==> config.mk <==
export PLATFORM = sky130hd
export DESIGN_NAME = timer_capture_arb
export DESIGN_NICKNAME = d
export VERILOG_FILES = /design/src/rtl/timer_capture_arb.sv
export SDC_FILE = /design/constraint.sdc
export NUM_CORES = 1
export LEC_CHECK = 0
export ABC_AREA = 1
export CAP_MARGIN = 20
export CORE_AREA = 2 2 83 85
export CTS_BUF_LIST = sky130_fd_sc_hd__clkbuf_8
export CTS_CLUSTER_DIAMETER = 120
export CTS_CLUSTER_SIZE = 24
export DETAILED_ROUTE_END_ITERATION = 10
export DIE_AREA = 0 0 85 87
export GPL_TIMING_DRIVEN = 0
export PLACE_DENSITY = 0.69
export SKIP_CTS_REPAIR_TIMING = 1
export SLEW_MARGIN = 25
export SYNTH_ARGS = -nofsm -noshare
export SYNTH_HDL_FRONTEND = slang
export SYNTH_SLANG_ARGS = --single-unit
export TNS_END_PERCENT = 1
==> constraint.sdc <==
create_clock -name clk -period 1.95 [get_ports clk]
set_input_delay 0.39 -clock clk [delete_from_list [all_inputs] [get_ports clk]]
set_output_delay 0.39 -clock clk [all_outputs]
set_load 0.1 [all_outputs]
==> src/rtl/timer_capture_arb.sv <==
// timer_capture_arb: round-robin arbiter that grants one requester at a time
// access to a timer capture strobe. It snapshots the timer count on the grant
// edge, and then enforces GAP_CYCLES idle cycles before the next grant.
//
// Ports:
//   clk         system clock, rising edge
//   rst         synchronous active-high reset
//   en_i        arbitration enable (only gates IDLE->CAP)
//   req_i       level capture requests, one bit per requester
//   count_i     free-running timer count
//   capture_o   one-cycle capture strobe
//   grant_o     one-hot grant, non-zero only while capture_o is high
//   cap_data_o  count snapshot taken on the grant edge
//   busy_o      high whenever the FSM is not in IDLE
//   last_id_o   index of the most recently granted requester
module timer_capture_arb #(
  parameter int NUM_REQ    = 4,
  parameter int CNT_W      = 32,
  parameter int GAP_CYCLES = 4
) (
  input  logic               clk,
  input  logic               rst,
  input  logic               en_i,
  input  logic [NUM_REQ-1:0] req_i,
  input  logic [CNT_W-1:0]   count_i,
  output logic               capture_o,
  output logic [NUM_REQ-1:0] grant_o,
  output logic [CNT_W-1:0]   cap_data_o,
  output logic               busy_o,
  output logic [2:0]         last_id_o
);

  // HOLD counts down from GAP_CYCLES-1 to 0, giving GAP_CYCLES HOLD cycles.
  localparam logic [7:0] GAP_LOAD = (GAP_CYCLES > 0) ? 8'(GAP_CYCLES - 1) : 8'd0;

  typedef enum logic [1:0] {
    IDLE,
    CAP,
    HOLD
  } state_t;

  state_t     state;
  state_t     state_next;
  logic [7:0] hold_cnt;
  logic       found;
  logic [2:0] win_id;
  logic [3:0] cand;
  logic [7:0] req_ext;
  logic       take;

  // Round-robin search: start one past the last winner, ascend with wrap.
  always_comb begin
    found   = 1'b0;
    win_id  = '0;
    cand    = '0;
    req_ext = 8'(req_i);
    for (int unsigned i = 1; i <= NUM_REQ; i++) begin
      cand = {1'b0, last_id_o} + 4'(i);
      if (cand >= 4'(NUM_REQ)) begin
        cand = cand - 4'(NUM_REQ);
      end
      if (!found && req_ext[cand[2:0]]) begin
        found  = 1'b1;
        win_id = cand[2:0];
      end
    end
  end

  always_ff @(posedge clk) begin
    if (rst) begin
      state <= IDLE;
    end else begin
      state <= state_next;
    end
  end

  always_comb begin
    state_next = state;
    unique case (state)
      IDLE: if (en_i && found) state_next = CAP;
      CAP:  state_next = (GAP_CYCLES > 0) ? HOLD : IDLE;
      HOLD: if (hold_cnt == 8'd0) state_next = IDLE;
      default: state_next = IDLE;
    endcase
  end

  assign take   = (state == IDLE) && (state_next == CAP);
  assign busy_o = (state != IDLE);

  // Strobe and grant are registered alongside the state so they line up
  // exactly with the CAP cycle.
  always_ff @(posedge clk) begin
    if (rst) begin
      capture_o  <= 1'b0;
      grant_o    <= '0;
      cap_data_o <= '0;
      last_id_o  <= 3'(NUM_REQ - 1);
      hold_cnt   <= '0;
    end else begin
      capture_o <= take;
      grant_o   <= take ? (NUM_REQ'(1) << win_id) : '0;
      if (take) begin
        cap_data_o <= count_i;
        last_id_o  <= win_id;
      end
      if (state == CAP) begin
        hold_cnt <= GAP_LOAD;
      end else if (state == HOLD && hold_cnt != 8'd0) begin
        hold_cnt <= hold_cnt - 8'd1;
      end
    end
  end

endmodule

---- Yosys cells after proc, flatten, opt, wreduce, memory -nomap -nowiden ----
Cells that the tools add are included.
storage, ports and cells
  register bits after elaboration ......... 50
  bits of input ports ..................... 39
  output and inout bits ................... 41
  word-level logic and storage cells ...... 70
operators by class
  add/sub/neg operators ................... 9
  $lt $le $gt $ge ......................... 8
  eq/ne operators ......................... 3
  shifts and indexed selects .............. 1
  mux-type cells .......................... 25
  bitwise operators ....................... 1
  reductions and logical operators ........ 16
operators with widths
  cell                   number
  $mux W3                8
  $ge A4 B3 Y1 const B   4
  $lt A3 B4 Y1 const B   4
  $bmux W1 S3            4
  $sub A3 B3 Y3 const B  4
  $add A3 B2 Y4 const B  2
  $logic_not A8 Y1       1
  $mux W1                8
  $mux W2                4
  $reduce_bool A8 Y1     1
  $sub A8 B1 Y8 const B  1
  $logic_and A1 B1 Y1    6
  $pmux W2 S3            1
  $add A3 B1 Y4 const B  1
  $add A3 B3 Y4 const B  1
  $eq A2 B1 Y1 const B   2
  $reduce_bool A2 Y1     2
  $reduce_or A2 Y1       2
  $shl A1 B3 Y4 const A  1
  $logic_not A1 Y1       3
  $eq A2 B2 Y1 const B   1
  $logic_not A2 Y1       1
  $not A1 Y1             1

---- Depth between registers and ports, before layout ----
  depth after elaboration ................. 22
  depth in mapped cells ................... 12
  depth with buffers taken out ............ 12

---- Least setup slack after synthesis ----
Ideal clock, no wire load.
  path type ............................... reg2reg
  from .................................... reg last_id_o[0]
  to ...................................... reg cap_data_o[13]
  library setup time ...................... 0.116 ns
  data arrival time ....................... 2.542 ns
  data required time ...................... 1.834 ns
  setup slack ............................. -0.708 ns
  cell stages (with the launch flop) ...... 12
  buffers on the path ..................... 1
  clock period less this slack ............ 2.658 ns
  cell sequence ........................... dfxtp_1 inv_2 ha_1 inv_1 nand3_2 nand3_2 nand4_4 nand3_4 inv_6 buf_12 nand2_2 nand2_1
on the way
  longest elaborated chain between the ends .. 20
  elaborated cells on any way between the ends .. 39
  those cells by class .................... add/sub (8); order compare (4); eq/ne (1); mux (18); reduce/logical (8)
ends and longest elaborated chain
  item                                                  line    text
  start: declaration                                    30      output logic [2:0] last_id_o
  start signal: assignment                              97      last_id_o <= 3'(NUM_REQ - 1);
  start signal: assignment                              104     last_id_o <= win_id;
  $add A3 B1 Y4                                         58      cand = {1'b0, last_id_o} + 4'(i);
  $ge A4 B3 Y1 / $sub A3 B3 Y3 (equally long branches)  59, 60
  $mux W3                                               59      if (cand >= 4'(NUM_REQ)) begin
  $bmux W1 S3                                           62      if (!found && req_ext[cand[2:0]]) begin
  $mux W1 (not written as such)                         62
  $mux W1                                               62
  $logic_not A1 Y1                                      62
  $logic_and A1 B1 Y1                                   62
  (+4 left out)                                         n/a
  $logic_not A1 Y1                                      62
  $logic_and A1 B1 Y1                                   62
  $mux W1 (*)                                           62
  $logic_and A1 B1 Y1 (*)                               80      IDLE: if (en_i && found) state_next = CAP;
  $mux W2 (*)                                           80
  $pmux W2 S3 (*)                                       79      unique case (state)
  $eq A2 B1 Y1 (*)                                      87      assign take = (state == IDLE) && (state_next == CAP);
  $logic_and A1 B1 Y1 (*)                               87
  end signal: assignment                                103     cap_data_o <= count_i;
  end: declaration                                      28      output logic [CNT_W-1:0] cap_data_o,
Mark *: on every way between the ends. The rest lies on a longest branch, timed or not. The select of a mux whose other input is x is not followed.
A chain may end at the register's enable or synchronous reset.

---- Final worst setup path ----
  from .................................... reg last_id_o[0]
  to ...................................... out last_id_o[0]
No word-level cell between the ends.

==> run summary <==
Status - finished, final reports clean
Sequential Area - 1010 um2
Largest net degree at the start of global routing - 16
Distinct cells, synth - 27
Average size of a mapped cell - 7.73 um2
Crit Path Class - reg2out
Leak - 0.00205 uW
Die area - 7400 um2
Worst slew margin relative to its limit - 33.4%
Slew Viols, Final - 0
Post-DP Area - 3130 um2
CORE AREA - 6570 um2
Fin cells - 454
MaxCap Viol Count - 0
Seq pwr share - 28.2%
FP Rows - 30
Dpl ws - -0.0651 ns
Net switching power figure - 2500 uW
Critical Path, Cell by Cell - dlymetal6s2s_1
Global route total overflow - 0
CTS buffer count - 5
Max Root-Sink Buffers - 2
Placer Congestion - 0.822
Worst-margin pin slew - 0.997 ns
CTS tree - done
NumNets Final - 415
Internal Power - 2240 uW
I/O Buffers - 79
Tot GR Track Use - 14.2%
Fin crit share - 95.3%
Worst hold path type - reg2reg
Clock power share - 13.0%
Initial DRC Count - 60
Drt drc - 0
Pre-Repair DR Iteration Count - 4
Number of synthesized register bits - 50
Syn. warnings - 0
Period minus WS final - 1.86 ns
Synth async-reset ratio - 0%
Clock slew at reported path FFs - 0.09 ns
Slowest-stage cell, CP - dlymetal6s2s_1
Clock Latency Late Sink - 0.30 ns
Worst setup EP type - primary output
Peak supply drop - 0.621 mV
Arrival time at the worst endpoint - 1.47 ns
DPL Wire Length - 3.87 mm
Switching share of total power - 52.8%
# IOs - 80
Routed vias - 2075
Buf/Inv on CP - 1
Placed insts - 446
Setup tns final - 0 ns
Total power - 4740 uW
DR WL/cell - 11.4 um
Htree depth - 2
Worst Path Required - 1.56 ns
Initial Util - 33.8%
Die W - 85 um
Initial antenna violation count - 0
Worst Path Max Fanout - 9
Max Clk Rate - 0.538 GHz
Cell Pwr Density - 1420 nW/um2
Final Cell Area - 3340 um2
Net Count, Synth - 329
First-pass GRT wire length - 8.73 mm
N_diodes - 0
Fin. Hold Viols - 0
Via density - 4.57
Routed Antenna Nets - 0
Die Ht - 87 um
Logic pwr share - 58.8%
Final setup fails - 0
Area grow syn2layout - 50.6%
Netlist Area Pre-Place - 2220 um2
Multi-input logic area - 1070 um2
Delay of the slowest cell on the worst path - 0.76 ns
Share of cells above drive strength 1 - 16.6%
Setup WS post-layout - 0.0909 ns
Routed WL - 5.16 mm
Clk root buf - clkbuf_8
Top_reg_cell synth - dfxtp_1
Post-synth EDFFs - 0
Delay-heaviest family, CP - buffers and inverters
# clock sinks - 50
Type of element launching the critical path - register
Clk_skew - 0.00723 ns
Cells after Synth - 287
Vias in the first global route - 2002
Fillers - 622
Sequential area share after synthesis - 45.1%
[per-layer routing]
| layer | vias to the layer above | GRT usage, % | share of wire, % |
|---|---|---|---|
| met5 | - | 0 | 0 |
| met4 | 0 | 4.33 | 1.1 |
| met3 | 5 | 4.55 | 6.2 |
| met2 | 45 | 23.3 | 47 |
| met1 | 932 | 17.9 | 46 |
| li1 | 1093 | - | - |
[worst paths after layout]
check,startpoint,to,depth (start not counted),slack [ns]
worst max-delay path,last_id_o[0],last_id_o[0],1,0.09
worst min-delay path,cap_data_o[16],cap_data_o[16],2,0.47
worst max register to register,last_id_o[0],cap_data_o[31],11,0.13
worst min register to register,cap_data_o[16],cap_data_o[16],2,0.47
[cells in the mapped netlist, types with 2 or more instances]
cell	n	share of area, %
buf_12	2	1.8
nor2_1	21	3.6
clkinv_1	2	0.34
buf_4	2	0.68
nor3_1	2	0.45
ha_1	3	1.7
clkbuf_1	3	0.51
inv_1	16	2.7
nand2_1	81	14
nand3_1	40	9.0
nand2_2	26	7.3
dfxtp_1	50	45
nand4_1	5	1.4
o21ai_0	3	0.68
buf_6	2	1.0
a21oi_1	11	2.5
inv_2	3	0.51
xor2_1	2	0.79
nand3_2	5	2.3
[placed cells by master, fill, tap and decap left out, types with 3 or more instances in the layout]
cell / netlist / layout
a21oi_1: 11 / 11
dfxtp_1: 50 / 47
nand2_1: 81 / 80
nand4_1: 5 / 5
nand3_1: 40 / 40
nand2_2: 26 / 27
nand3_2: 5 / 4
inv_1: 16 / 15
clkdlybuf4s50_1: 0 / 38
clkbuf_8: 0 / 6
inv_2: 3 / 3
nor2_1: 21 / 21
clkbuf_1: 3 / 3
dlymetal6s2s_1: 0 / 40
o21ai_0: 3 / 3
[cells by family after synthesis]
logic type                 Yosys count  synth area share, %
DFF                                 50                 45.1
xor gates and xnor gates             3                 1.18
and+or+nand+nor                    185                 40.6
adders and majority gates            3                 1.69
AOI/OAI and AO/OA                   15                 3.50
buffers and inverters               31                 7.95
[power by group through the flow]
stage	Sequential (uW)	Clock, uW	Combinational [uW]
2_1_floorplan	2500	0	1020
3_3_place_gp	1360	0	2760
3_5_place_dp	1360	0	2790
4_1_cts	1340	639	2800
5_1_grt	1360	682	2970
6_report	1340	618	2790
[metrics by stage]
| step | hold WS, ns | utilization, % |
|---|---|---|
| final | 0.471 | 50.9 |
| after CTS | 0.475 | 49.1 |
| after floorplan | 0.445 | - |
| after detailed placement | 0.459 | 47.7 |
| after global placement | 0.453 | 47.7 |
| after global routing | 0.489 | 50.9 |
[sequential cells by signal, summed over array words and instances (netlist names)]
register,count
capture_o,1
state,2
last_id_o,3
hold_cnt,8
cap_data_o,32
grant_o,4
[cell type report]
class | count | area share, %
clock inverter | 2 | 0.374
tap | 80 | 3.00
buffer | 9 | 2.66
inverter | 22 | 2.88
multi-input combinational | 206 | 31.9
timing repair buffer | 79 | 26.5
clock buffer | 6 | 2.47
sequential | 50 | 30.2
(Power assumes the default switching activity.)
